$ cat src/rtl/level_from_pulse.sv
// level_from_pulse: turns one-cycle event pulses into held level episodes, queueing pulses that arrive while busy.
// Optional timeout: define LEVEL_FROM_PULSE_TIMEOUT_EN to end an unacknowledged episode after HOLD_CYCLES.
module level_from_pulse #(
  parameter int unsigned HOLD_CYCLES = 16,
  parameter int unsigned GAP_CYCLES  = 1,
  parameter int unsigned PEND_W      = 4
) (
  input  logic              clk_i,
  input  logic              rst_i,
  input  logic              signal_pulse_i,
  input  logic              level_ack_i,
  output logic              signal_level_o,
  output logic [PEND_W-1:0] pending_o,
  output logic              overflow_o,
  output logic              timeout_o
);

  localparam int unsigned       GAP_W    = (GAP_CYCLES > 1) ? $clog2(GAP_CYCLES) : 1;
  localparam logic [GAP_W-1:0]  GAP_LAST = GAP_W'(GAP_CYCLES - 1);
  localparam logic [PEND_W-1:0] PEND_MAX = '1;

  typedef enum logic [1:0] {
    IDLE,
    ACTIVE,
    GAP
  } state_t;

  state_t            state_q;
  logic              level_q;
  logic              overflow_q;
  logic [PEND_W-1:0] pend_q;
  logic [GAP_W-1:0]  gap_cnt_q;

  logic              gap_last;
  logic              pend_any;
  logic              take_queued;
  logic              queue_pulse;
  logic              drop;
  logic [PEND_W-1:0] pend_next;
  logic              hold_expired;

  always_comb begin
    // NOTE: every signal gets a default first so no path through this block can infer a latch.
    gap_last    = 1'b0;
    pend_any    = 1'b0;
    take_queued = 1'b0;
    queue_pulse = 1'b0;
    drop        = 1'b0;
    pend_next   = pend_q;

    gap_last    = (state_q == GAP) && (gap_cnt_q == GAP_LAST);
    pend_any    = (pend_q != '0);
    take_queued = gap_last && pend_any;
    // A pulse in the last gap cycle with an empty queue starts the next episode directly.
    queue_pulse = signal_pulse_i &&
                  ((state_q == ACTIVE) || ((state_q == GAP) && !(gap_last && !pend_any)));
    drop        = queue_pulse && !take_queued && (pend_q == PEND_MAX);

    if (queue_pulse && !drop && !take_queued) begin
      pend_next = pend_q + PEND_W'(1);
    end else if (take_queued && !queue_pulse) begin
      pend_next = pend_q - PEND_W'(1);
    end
  end

`ifdef LEVEL_FROM_PULSE_TIMEOUT_EN
  localparam int unsigned       HOLD_W    = (HOLD_CYCLES > 1) ? $clog2(HOLD_CYCLES) : 1;
  localparam logic [HOLD_W-1:0] HOLD_LAST = HOLD_W'(HOLD_CYCLES - 1);

  logic [HOLD_W-1:0] hold_cnt_q;
  logic              timeout_q;

  // Ack in the final hold cycle takes priority, so no timeout is reported.
  assign hold_expired = (state_q == ACTIVE) && (hold_cnt_q == HOLD_LAST) && !level_ack_i;

  always_ff @(posedge clk_i) begin
    if (rst_i) begin
      hold_cnt_q <= '0;
      timeout_q  <= 1'b0;
    end else begin
      timeout_q <= hold_expired;
      if ((state_q == ACTIVE) && !level_ack_i && !hold_expired) begin
        hold_cnt_q <= hold_cnt_q + HOLD_W'(1);
      end else begin
        hold_cnt_q <= '0;
      end
    end
  end

  assign timeout_o = timeout_q;
`else
  assign hold_expired = 1'b0;
  assign timeout_o    = 1'b0;
`endif

  // NOTE: sequential state uses non-blocking assignments so every flop samples pre-edge values.
  always_ff @(posedge clk_i) begin
    if (rst_i) begin
      state_q    <= IDLE;
      level_q    <= 1'b0;
      pend_q     <= '0;
      overflow_q <= 1'b0;
      gap_cnt_q  <= '0;
    end else begin
      pend_q     <= pend_next;
      overflow_q <= drop;
      unique case (state_q)
        IDLE: begin
          if (signal_pulse_i) begin
            state_q <= ACTIVE;
            level_q <= 1'b1;
          end
        end
        ACTIVE: begin
          if (level_ack_i || hold_expired) begin
            state_q   <= GAP;
            level_q   <= 1'b0;
            gap_cnt_q <= '0;
          end
        end
        GAP: begin
          if (gap_last) begin
            gap_cnt_q <= '0;
            if (pend_any || signal_pulse_i) begin
              state_q <= ACTIVE;
              level_q <= 1'b1;
            end else begin
              state_q <= IDLE;
            end
          end else begin
            gap_cnt_q <= gap_cnt_q + GAP_W'(1);
          end
        end
        default: begin
          state_q <= IDLE;
          level_q <= 1'b0;
        end
      endcase
    end
  end

  assign signal_level_o = level_q;
  assign pending_o      = pend_q;
  assign overflow_o     = overflow_q;

endmodule

$ cat config.mk
export PLATFORM = sky130hd
export DESIGN_NAME = level_from_pulse
export DESIGN_NICKNAME = d
export VERILOG_FILES = /design/src/rtl/level_from_pulse.sv
export SDC_FILE = /design/constraint.sdc
export NUM_CORES = 1
export LEC_CHECK = 0
export CORE_AREA = 4 4 41 43
export CTS_CLUSTER_DIAMETER = 200
export DETAILED_ROUTE_END_ITERATION = 16
export DIE_AREA = 0 0 45 47
export PLACE_DENSITY = 0.75
export SETUP_SLACK_MARGIN = 0.15
export SYNTH_ARGS = -nofsm -noshare
export SYNTH_HDL_FRONTEND = slang
export SYNTH_SLANG_ARGS = --single-unit
$ cat constraint.sdc
create_clock -name clk_i -period 3.9 [get_ports clk_i]
set_input_delay 0.975 -clock clk_i [delete_from_list [all_inputs] [get_ports clk_i]]
set_output_delay 0.975 -clock clk_i [all_outputs]
set_load 0.02 [all_outputs]
==> flow_summary.json, run 1 <==
{
  "outcome": "finished, final reports clean",
  "period_share_pct": 67.0,
  "routabilityCongestion": 0.724,
  "finClkSkew_ns": 0.00668,
  "via_count": 479,
  "area_growth_syn_to_layout_pct": 20.9,
  "path_cells": "clkdlybuf4s50_1 -> o211a_4 -> inv_2 -> ha_1 -> a21oi_1 -> a21boi_0 -> mux2i_1 -> o211ai_1",
  "synth-xor-area-share_pct": 1.49,
  "min_period_ns": 2.61,
  "cp.depth": 8,
  "post-dp-hpwl_um": 867,
  "power_frac_comb_pct": 38.6,
  "p_switching_uw": 114,
  "synthAdderAreaFrac_pct": 7.68,
  "fillers": 132,
  "synth_fp_nets": 67,
  "maxSlewViolCount": 0,
  "endpoint_kind": "register",
  "cp_top_family": "compound AO/OA/AOI/OAI gates",
  "io_pins": 11,
  "htree_levels": 1,
  "netlist_instances": 60,
  "reg2regPathDepth": 8,
  "tns_ns": 0,
  "rsz0062_at_grt": "no",
  "maxCapViolCount": 0,
  "post_cts_buffers": 0,
  "avgRoutedWirePerCell_um": 12.9,
  "ys_warn_count": 0,
  "drt_wl_total_um": 1110,
  "synth.distinct_cells": 40,
  "std_cell_rows": 13,
  "r2r-start": "state_q[0]",
  "synth_mux_area_share_pct": 1.71,
  "yosysSeqAreaShare_pct": 30.7,
  "root_buffer": "clkbuf_4",
  "hold_viol": 0,
  "critical-path-max-stage-delay_ns": 0.58,
  "die_w_um": 45,
  "port_buffers": 9,
  "synthArstFlopShare_pct": 0,
  "min_path_type": "reg -> reg",
  "cts_tree": "yes",
  "layout-drive-gt1-share_pct": 25.4,
  "p_per_area_mw_per_mm2": 450,
  "worst_pin_slew_ns": 0.502,
  "drc_errors": 0,
  "whs_path_depth": 2,
  "power_frac_seq_pct": 38.9,
  "start_util_pct": 45.1,
  "p_sw_share_pct": 35.8,
  "arrival_ns": 2.76,
  "slowest_stage": "clkdlybuf4s50_1",
  "clkSinkCount": 9,
  "ys_ff_latch": 9,
  "setup.worst_path.class": "in -> reg",
  "min_from": "signal_level_o",
  "power_frac_clock_pct": 22.5,
  "drtIter0Drc": 2,
  "syn_area_um2": 587,
  "cp_max_fo": 6,
  "nets": 79,
  "antenna_found_initial": 0,
  "cts_hold_buf": 0,
  "dp_cells": 82,
  "maxSlewHeadroom_pct": 66.2,
  "reg2reg_to": "pending_o[3]",
  "critPathBufInv": 2,
  "dieHeight_um": 47,
  "fin_util_pct": 54.5,
  "ant_nets": 0,
  "grt_pass1_wl_um": 1990,
  "cp-start-kind": "primary input",
  "synthSimpleGateAreaFrac_pct": 35.4,
  "grt_start_max_net_pins": 12,
  "ctsResizeCount": 0,
  "viasPerCell": 5.57,
  "reg2reg_setup_slack_ns": 1.87,
  "min_to": "signal_level_o",
  "layout_common_cells": "dfxtp_1, clkdlybuf4s50_1, nor2_1, a21oi_1, clkbuf_4",
  "core_mm2": 0.00130,
  "synth_area_per_cell_um2": 9.78,
  "die-area_mm2": 0.00212,
  "diodes": 0,
  "critPathRequiredTime_ns": 4.05,
  "leakage_uw": 0.000243,
  "clk_latency_ns": 0.26,
  "clk_pin_slew_ns": 0.06,
  "first_pass_iters": 4,
  "max_freq_mhz": 383,
  "grt_usage_pct": 13.1,
  "numCtsBuffers": 3,
  "cts_buffer_depth": 2,
  "final_cells": 86,
  "grt_pass1_vias": 457,
  "setup_viol": 0,
  "ys.flop_type": "dfxtp_1",
  "max-vdd-ir-drop_mv": 0.194,
  "synth_edf_count": 0,
  "intPower_uw": 205,
  "synth_compound_area_share_pct": 19.0,
  "synth_top_family_by_area": "simple AND/OR/NAND/NOR gates",
  "grt_overflow": 0
}
## worst max path at each step
stage	start	endpoint	slack, ns
finish	signal_pulse_i	pending_o[3]	1.29
global route	signal_pulse_i	pending_o[3]	1.15
CTS	signal_pulse_i	pending_o[3]	1.30
detailed placement	signal_pulse_i	pending_o[3]	1.00
global placement	signal_pulse_i	pending_o[3]	1.04
floorplan	signal_pulse_i	pending_o[3]	1.75
## metal layers
| layer | wire length (um) | GRT usage [%] |
|---|---|---|
| met1 | 505 | 15.8 |
| met2 | 530 | 20.6 |
| met3 | 57 | 4.21 |
| met4 | 19 | 7.02 |
| met5 | 0 | 0 |
## worst register-to-register path: stages, from the launching register on
cell and delay, ns:
dfxtp_1 0.45, and3b_2 0.27, o211a_4 0.26, inv_2 0.11, ha_1 0.27, a21oi_1 0.22
a21boi_0 0.12, mux2i_1 0.13, o211ai_1 0.09
## synth_stat cells, types with 2 or more instances
| library cell | number | area share [%] |
|---|---|---|
| a21oi_1 | 3 | 2.6 |
| a21oi_2 | 2 | 3.0 |
| dfxtp_1 | 9 | 31 |
| ha_1 | 2 | 4.3 |
| nand2_1 | 2 | 1.3 |
| nand3_1 | 2 | 1.7 |
| nand3b_1 | 2 | 2.6 |
| nor2_1 | 3 | 1.9 |
| nor3_1 | 2 | 1.7 |
| nor4_2 | 2 | 4.3 |
| o21ai_1 | 2 | 1.7 |
## power groups by stage
stage,sequential [uW],clock (uW),combinational [uW]
2_1_floorplan,132,0,83.5
3_3_place_gp,125,0,122
3_5_place_dp,126,0,124
4_1_cts,125,76.5,125
5_1_grt,127,80.9,136
6_report,124,71.8,123
## kinds of logic (layout without fill, tap and decap cells)
kind of cell / after synthesis / count (layout)
multiplexers: 1 / 1
XOR/XNOR: 1 / 1
other: 1 / 1
AND/OR/NAND/NOR: 27 / 27
adder cells (fa/ha/maj): 3 / 3
flip-flops: 9 / 9
buffers and inverters: 4 / 15
AO/OA/AOI/OAI: 14 / 14
## flip-flops by register name, indices dropped and copies added (netlist names)
name	cells
pending_o	4
state_q	2
gap_cnt_q	1
overflow_o	1
signal_level_o	1
## through the flow
step	hold WS, ns	area (um^2)	setup WS, ns	power [uW]
2_1_floorplan	0.497	587	1.75	216
5_1_grt	0.498	709	1.15	344
4_1_cts	0.464	709	1.30	326
6_report	0.460	709	1.29	319
3_5_place_dp	0.455	683	1.00	250
3_3_place_gp	0.457	683	1.04	248
## area by class of cell
| type | instances | area [um^2] | area share, % |
|---|---|---|---|
| clock buffer | 4 | 26.3 | 3.70 |
| sequential | 9 | 180 | 25.4 |
| timing repair buffer | 9 | 90.1 | 12.7 |
| multi-input combinational | 47 | 387 | 54.5 |
| tap | 15 | 18.8 | 2.65 |
| inverter | 2 | 7.51 | 1.06 |
No activity file was read; power rests on OpenSTA's default activity.
==> run 2: changes to the inputs <==
--- a/config.mk
+++ b/config.mk
@@ -5,11 +5,11 @@
 export SDC_FILE = /design/constraint.sdc
 export NUM_CORES = 1
 export LEC_CHECK = 0
-export CORE_AREA = 4 4 41 43
+export CORE_MARGIN = 4
+export CORE_UTILIZATION = 44
 export CTS_CLUSTER_DIAMETER = 200
 export DETAILED_ROUTE_END_ITERATION = 16
-export DIE_AREA = 0 0 45 47
-export PLACE_DENSITY = 0.75
+export PLACE_DENSITY = 0.78
 export SETUP_SLACK_MARGIN = 0.15
 export SYNTH_ARGS = -nofsm -noshare
 export SYNTH_HDL_FRONTEND = slang
==> constraint.sdc (replaced) <==
create_clock -name clk_i -period 2.17 [get_ports clk_i]
set_input_delay 0.5425 -clock clk_i [delete_from_list [all_inputs] [get_ports clk_i]]
set_output_delay 0.5425 -clock clk_i [all_outputs]
set_load 0.02 [all_outputs]
==> run 2 against run 1 <==
  * Wire length increased by 1.5%
  * Sequential cell count unchanged
  * Clock power increased by 74%
  * Critical path depth decreased by 7
  * Global-route usage increased by 1.4 points
  * Sequential power increased by 81%
  * First-iteration DRC count decreased by 100%
  * Setup slack got worse by 1.1 ns
  * Highest routed layer unchanged
==> flow_summary.json, run 2 (same netlist as run 1, synthesis figures left out) <==
{
  "outcome": "finished, final reports clean",
  "port_buffers": 9,
  "root_buffer": "clkbuf_4",
  "clk_latency_ns": 0.26,
  "critPathRequiredTime_ns": 1.63,
  "ant_nets": 0,
  "max_freq_mhz": 513,
  "min_period_ns": 1.95,
  "drt_wl_total_um": 1130,
  "core_mm2": 0.00119,
  "grt_usage_pct": 14.5,
  "finalPower_uw": 600,
  "maxSlewViolCount": 0,
  "power_frac_comb_pct": 42.0,
  "final_common_cell": "clkdlybuf4s50_1",
  "setup.worst_path.class": "reg -> out",
  "clkSinkCount": 9,
  "grt_start_max_net_pins": 10,
  "grt_overflow": 0,
  "setup_viol": 0,
  "arrival_ns": 1.41,
  "area_growth_syn_to_layout_pct": 31.1,
  "cts_buffer_depth": 2,
  "dp_cells": 88,
  "final_cells": 92,
  "htree_levels": 1,
  "routabilityCongestion": 0.738,
  "via_count": 508,
  "hold_ws_ns": 0.466,
  "numCtsBuffers": 3,
  "max-vdd-ir-drop_mv": 0.586,
  "clk_pin_slew_ns": 0.06,
  "post-dp-hpwl_um": 907,
  "drtIter0Drc": 0,
  "path_cells": "clkdlybuf4s50_1",
  "intPower_uw": 393,
  "critical-path-max-stage-delay_ns": 0.67,
  "cts_hold_buf": 0,
  "cts_tree": "yes",
  "endpoint_kind": "output pin",
  "nets": 86,
  "first_pass_iters": 1,
  "cp_max_fo": 6,
  "drc_errors": 0,
  "io_pins": 11,
  "largest_reg_flops": 4,
  "layout_common_cells": "clkdlybuf4s50_1, dfxtp_1, buf_4",
  "leakage_uw": 0.000287,
  "tns_ns": 0,
  "grt_pass1_vias": 465,
  "cp_top_family": "buffers and inverters",
  "rsz0062_at_grt": "no",
  "avgRoutedWirePerCell_um": 12.3,
  "critPathBufInv": 1,
  "finClkSkew_ns": 0.000513,
  "antenna_found_initial": 0,
  "dieHeight_um": 44.5,
  "start_util_pct": 49.5,
  "p_sw_share_pct": 34.6,
  "fin_util_pct": 64.9,
  "layout-drive-gt1-share_pct": 35.9,
  "hold_viol": 0,
  "ctsResizeCount": 0,
  "cp-start-kind": "register",
  "die_w_um": 44.5,
  "power_frac_seq_pct": 37.2,
  "maxCapViolCount": 0,
  "diodes": 0,
  "grt_pass1_wl_um": 2030,
  "power_frac_clock_pct": 20.8,
  "fillers": 110,
  "slowest_stage": "clkdlybuf4s50_1",
  "post_cts_buffers": 0,
  "p_switching_uw": 208,
  "die-area_mm2": 0.00198,
  "p_per_area_mw_per_mm2": 780,
  "std_cell_rows": 12,
  "min_path_type": "reg -> reg",
  "viasPerCell": 5.52,
  "period_share_pct": 89.8
}
==> run 2: cell count changes in the layout (fill, tap and decap cells not counted), sizes merged <==
cell and delta:
buf +7, dlymetal6s2s +1, clkdlybuf4s50 -1
==> run 2: area by class of cell <==
type                       count  area (um^2)  area share, %
clock buffer                   4         26.3           3.41
multi-input combinational     47          390           50.7
inverter                       2         7.51          0.976
sequential                     9          183           23.7
timing repair buffer          16          145           18.9
tap                           14         17.5           2.28
==> run 2: worst paths after layout <==
kind	start	endpoint	slack (ns)	cells after the start
max	pending_o[1]	pending_o[1]	0.22	1
min	signal_level_o	signal_level_o	0.47	2
max reg2reg	state_q[1]	pending_o[3]	0.27	8
min reg2reg	signal_level_o	signal_level_o	0.47	2
==> run 2: per-layer routing <==
layer / track usage, % / wire, um
met5: 0 / 0
met4: 3.61 / 7
met3: 7.32 / 55
met2: 22.6 / 526
met1: 17.6 / 539
==> run 2: power by group through the flow <==
stage / logic [uW] / registers (uW) / clock network (uW)
after floorplan: 150 / 238 / 0
after global placement: 244 / 224 / 0
after detailed placement: 249 / 226 / 0
after CTS: 250 / 222 / 132
after global routing: 280 / 229 / 141
final: 252 / 224 / 125
==> run 2: metrics by stage <==
stage	worst slack [ns]	cell area (um^2)
final	0.221	769
after global routing	0.141	769
after CTS	0.179	761
after detailed placement	-0.107	734
after global placement	-0.0423	734
after floorplan	0.263	587
==> run 2: worst min-delay path: stages (launching register included) <==
cell      delay, ns
dfxtp_1        0.31
inv_1          0.06
a211oi_2       0.05
==> patch (flow settings as in run 1) <==
The 3 states of `state_t` get a one-hot encoding in 3 bits.
--- a/src/rtl/level_from_pulse.sv
+++ b/src/rtl/level_from_pulse.sv
@@ -20,8 +20,8 @@
   localparam logic [PEND_W-1:0] PEND_MAX = '1;
 
-  typedef enum logic [1:0] {
-    IDLE,
-    ACTIVE,
-    GAP
+  typedef enum logic [2:0] {
+    IDLE   = 3'b001,
+    ACTIVE = 3'b010,
+    GAP    = 3'b100
   } state_t;
 
Formal check against the unedited RTL: no difference found for any inputs over 10 cycles, from zero or initial values and one cycle with rst_i high; not proved beyond that.
==> patch against run 1 <==
- final area is 5.8% higher
- combinational power down 18%
- final cell count up 12%
- global-route usage up 1.1 points
- routed wire length grew 13%
- sequential cell count grew 1
- critical path depth unchanged
- total power shrank 3.1%
- via count is 22% higher
- count of clock-buffer cells in the layout decreased by 1
- worst setup slack got worse by 0.50 ns
- synthesized cell count increased by 25%
- area after synthesis rose by 13%
- sequential power increased by 13%
==> patch: results (changes against run 1) <==
** Clock tree
- The number of buffers created by CTS came to 3 (unchanged).
- Cell at the root of the clock tree :: clkbuf_4
- The total setup buffers inserted after CTS is 0 (unchanged).
- The clock-pin transition on the worst setup and hold timing paths is 0.06 ns (about the same).

** Power
- The largest vdd supply drop was 0.190 mV (-2.4%).
- Leakage :: 0.000287 uW (+18%)

** Critical path
- The arrival time reported for the critical path endpoint was 3.25 ns (+0.49 ns).
- The worst-case register-to-register setup slack is 1.26 ns (-0.61 ns).
- Crit-path max cell delay :: 0.56 ns (-0.02 ns)
- Worst-path cell with the longest stage delay :: clkdlybuf4s50_1
- Cell family with the largest share of critical-path delay :: simple AND/OR/NAND/NOR gates
- The maximum fanout encountered on the critical timing path came to 6 (unchanged).

** Logic synthesis
- In the synthesized netlist, the cells that appear most often are dfxtp_1, o21ai_0, a21oi_1, nor4b_1.
- Syn nets :: 82 (+22%)
- Number of instances in the synthesized netlist :: 75 (+25%)
- Post-synth top flop :: dfxtp_1
- Sequential share of the synthesized area :: 30.1% (-0.57 points)
- Biggest area contributors in the synthesized netlist :: dfxtp_1, nor4b_1, o21ai_0, buf_4, a21oi_1
- Yosys synthesis warning count :: 0 (unchanged)
- Count of cell types in the netlist :: 38 (-5.0%)
- The async set-reset flop share out of synthesis came to 0% (unchanged).

** Detailed routing
- Via count normalized by instance count :: 6.07 (+9.0%)
- Pre-Repair DR Iteration Count :: 4 (unchanged)
- The total wire length was 1260 um (+13%).
- Number of DRC markers after the initial detailed-route iteration :: 22 (+20)

** Cells and area
- Final-layout fill cell count :: 119 (-9.8%)
- The number of nets at the end of the flow was 90 (+14%).
- The proportion of layout cells with a drive suffix above 1 was 7.41% (-18 points).
- The final antenna diode count came to 0 (unchanged).
- The final cell count without fillers was 96 (+12%).

** GRT
- The maximum number of pins on one net before global-route repair came to 13 (+1).
- First-pass GRT wire length :: 2210 um (+11%)
- Via count of the first global-routing pass :: 516 (+13%)
- Overall global routing resource usage :: 14.1% (+1.1 points)

** Min path
- Hold crit path type :: flop to flop

** Place
- Placer Congestion :: 0.726 (+0.22%)
- The instance area at placement was 728 sq um (+6.6%).
- DP Wirelength :: 930 um (+7.2%)
- Number of placed instances with taps included :: 93 (+13%)

** STA
- The hold slack was 0.527 ns (+0.0668 ns).
- Final worst clock skew :: 0.00251 ns (-0.00417 ns)

** Status
- Status :: finished, final reports clean
-- patch: cell types whose count changed after synthesis, sizes merged, moves of 2 or more --
cell | run 1 | this run
nor3 | 3 | 1
nor4b | 1 | 5
buf | 2 | 5
nor3b | 1 | 3
nand2b | 2 | 4
o21ai | 2 | 6
nand3 | 3 | 1
-- patch: worst paths after layout --
path,cells after the start,from,to
max,8,signal_pulse_i,pending_o[3]
min,1,signal_level_o,signal_level_o
max reg2reg,8,state_q[2],pending_o[3]
min reg2reg,1,signal_level_o,signal_level_o
-- patch: cell type report --
class | instances | area, sq um | share of cell area [%]
Multi-Input combinational cell | 57 | 412 | 54.8
Sequential cell | 10 | 200 | 26.7
Timing Repair Buffer | 9 | 90.1 | 12.0
Clock buffer | 3 | 22.5 | 3.00
Tap cell | 15 | 18.8 | 2.50
Inverter | 2 | 7.51 | 1.00
-- patch: power by group --
group          total (uW)  switching (uW)  internal [uW]
clock network        67.7            32.2           35.5
logic                 101            47.3           53.9
registers             140            24.9            115
-- patch: cells by family (layout without fill, tap and decap cells) --
family	count (synthesis)	count (layout)	share of synthesized area (%)
and+or+nand+nor	31	31	32.2
AOI/OAI and AO/OA	21	21	21.1
DFF	10	10	30.1
buffers and inverters	8	14	7.91
adders and majority gates	3	3	6.78
other	1	1	0.564
xor gates and xnor gates	1	1	1.32
-- patch: stage by stage --
stage	setup WS [ns]	total power, uW
floorplan	1.27	221
global placement	0.563	242
detailed placement	0.533	244
CTS	0.807	312
global route	0.610	332
finish	0.783	309
-- patch: metal layers --
metal  track usage (%)  vias to the layer above  wire length, um
met5                 0                        -                0
met4              1.75                        0                4
met3              5.75                        2               75
met2              22.0                       13              574
met1              18.9                      273              601
li1                  -                      295                -
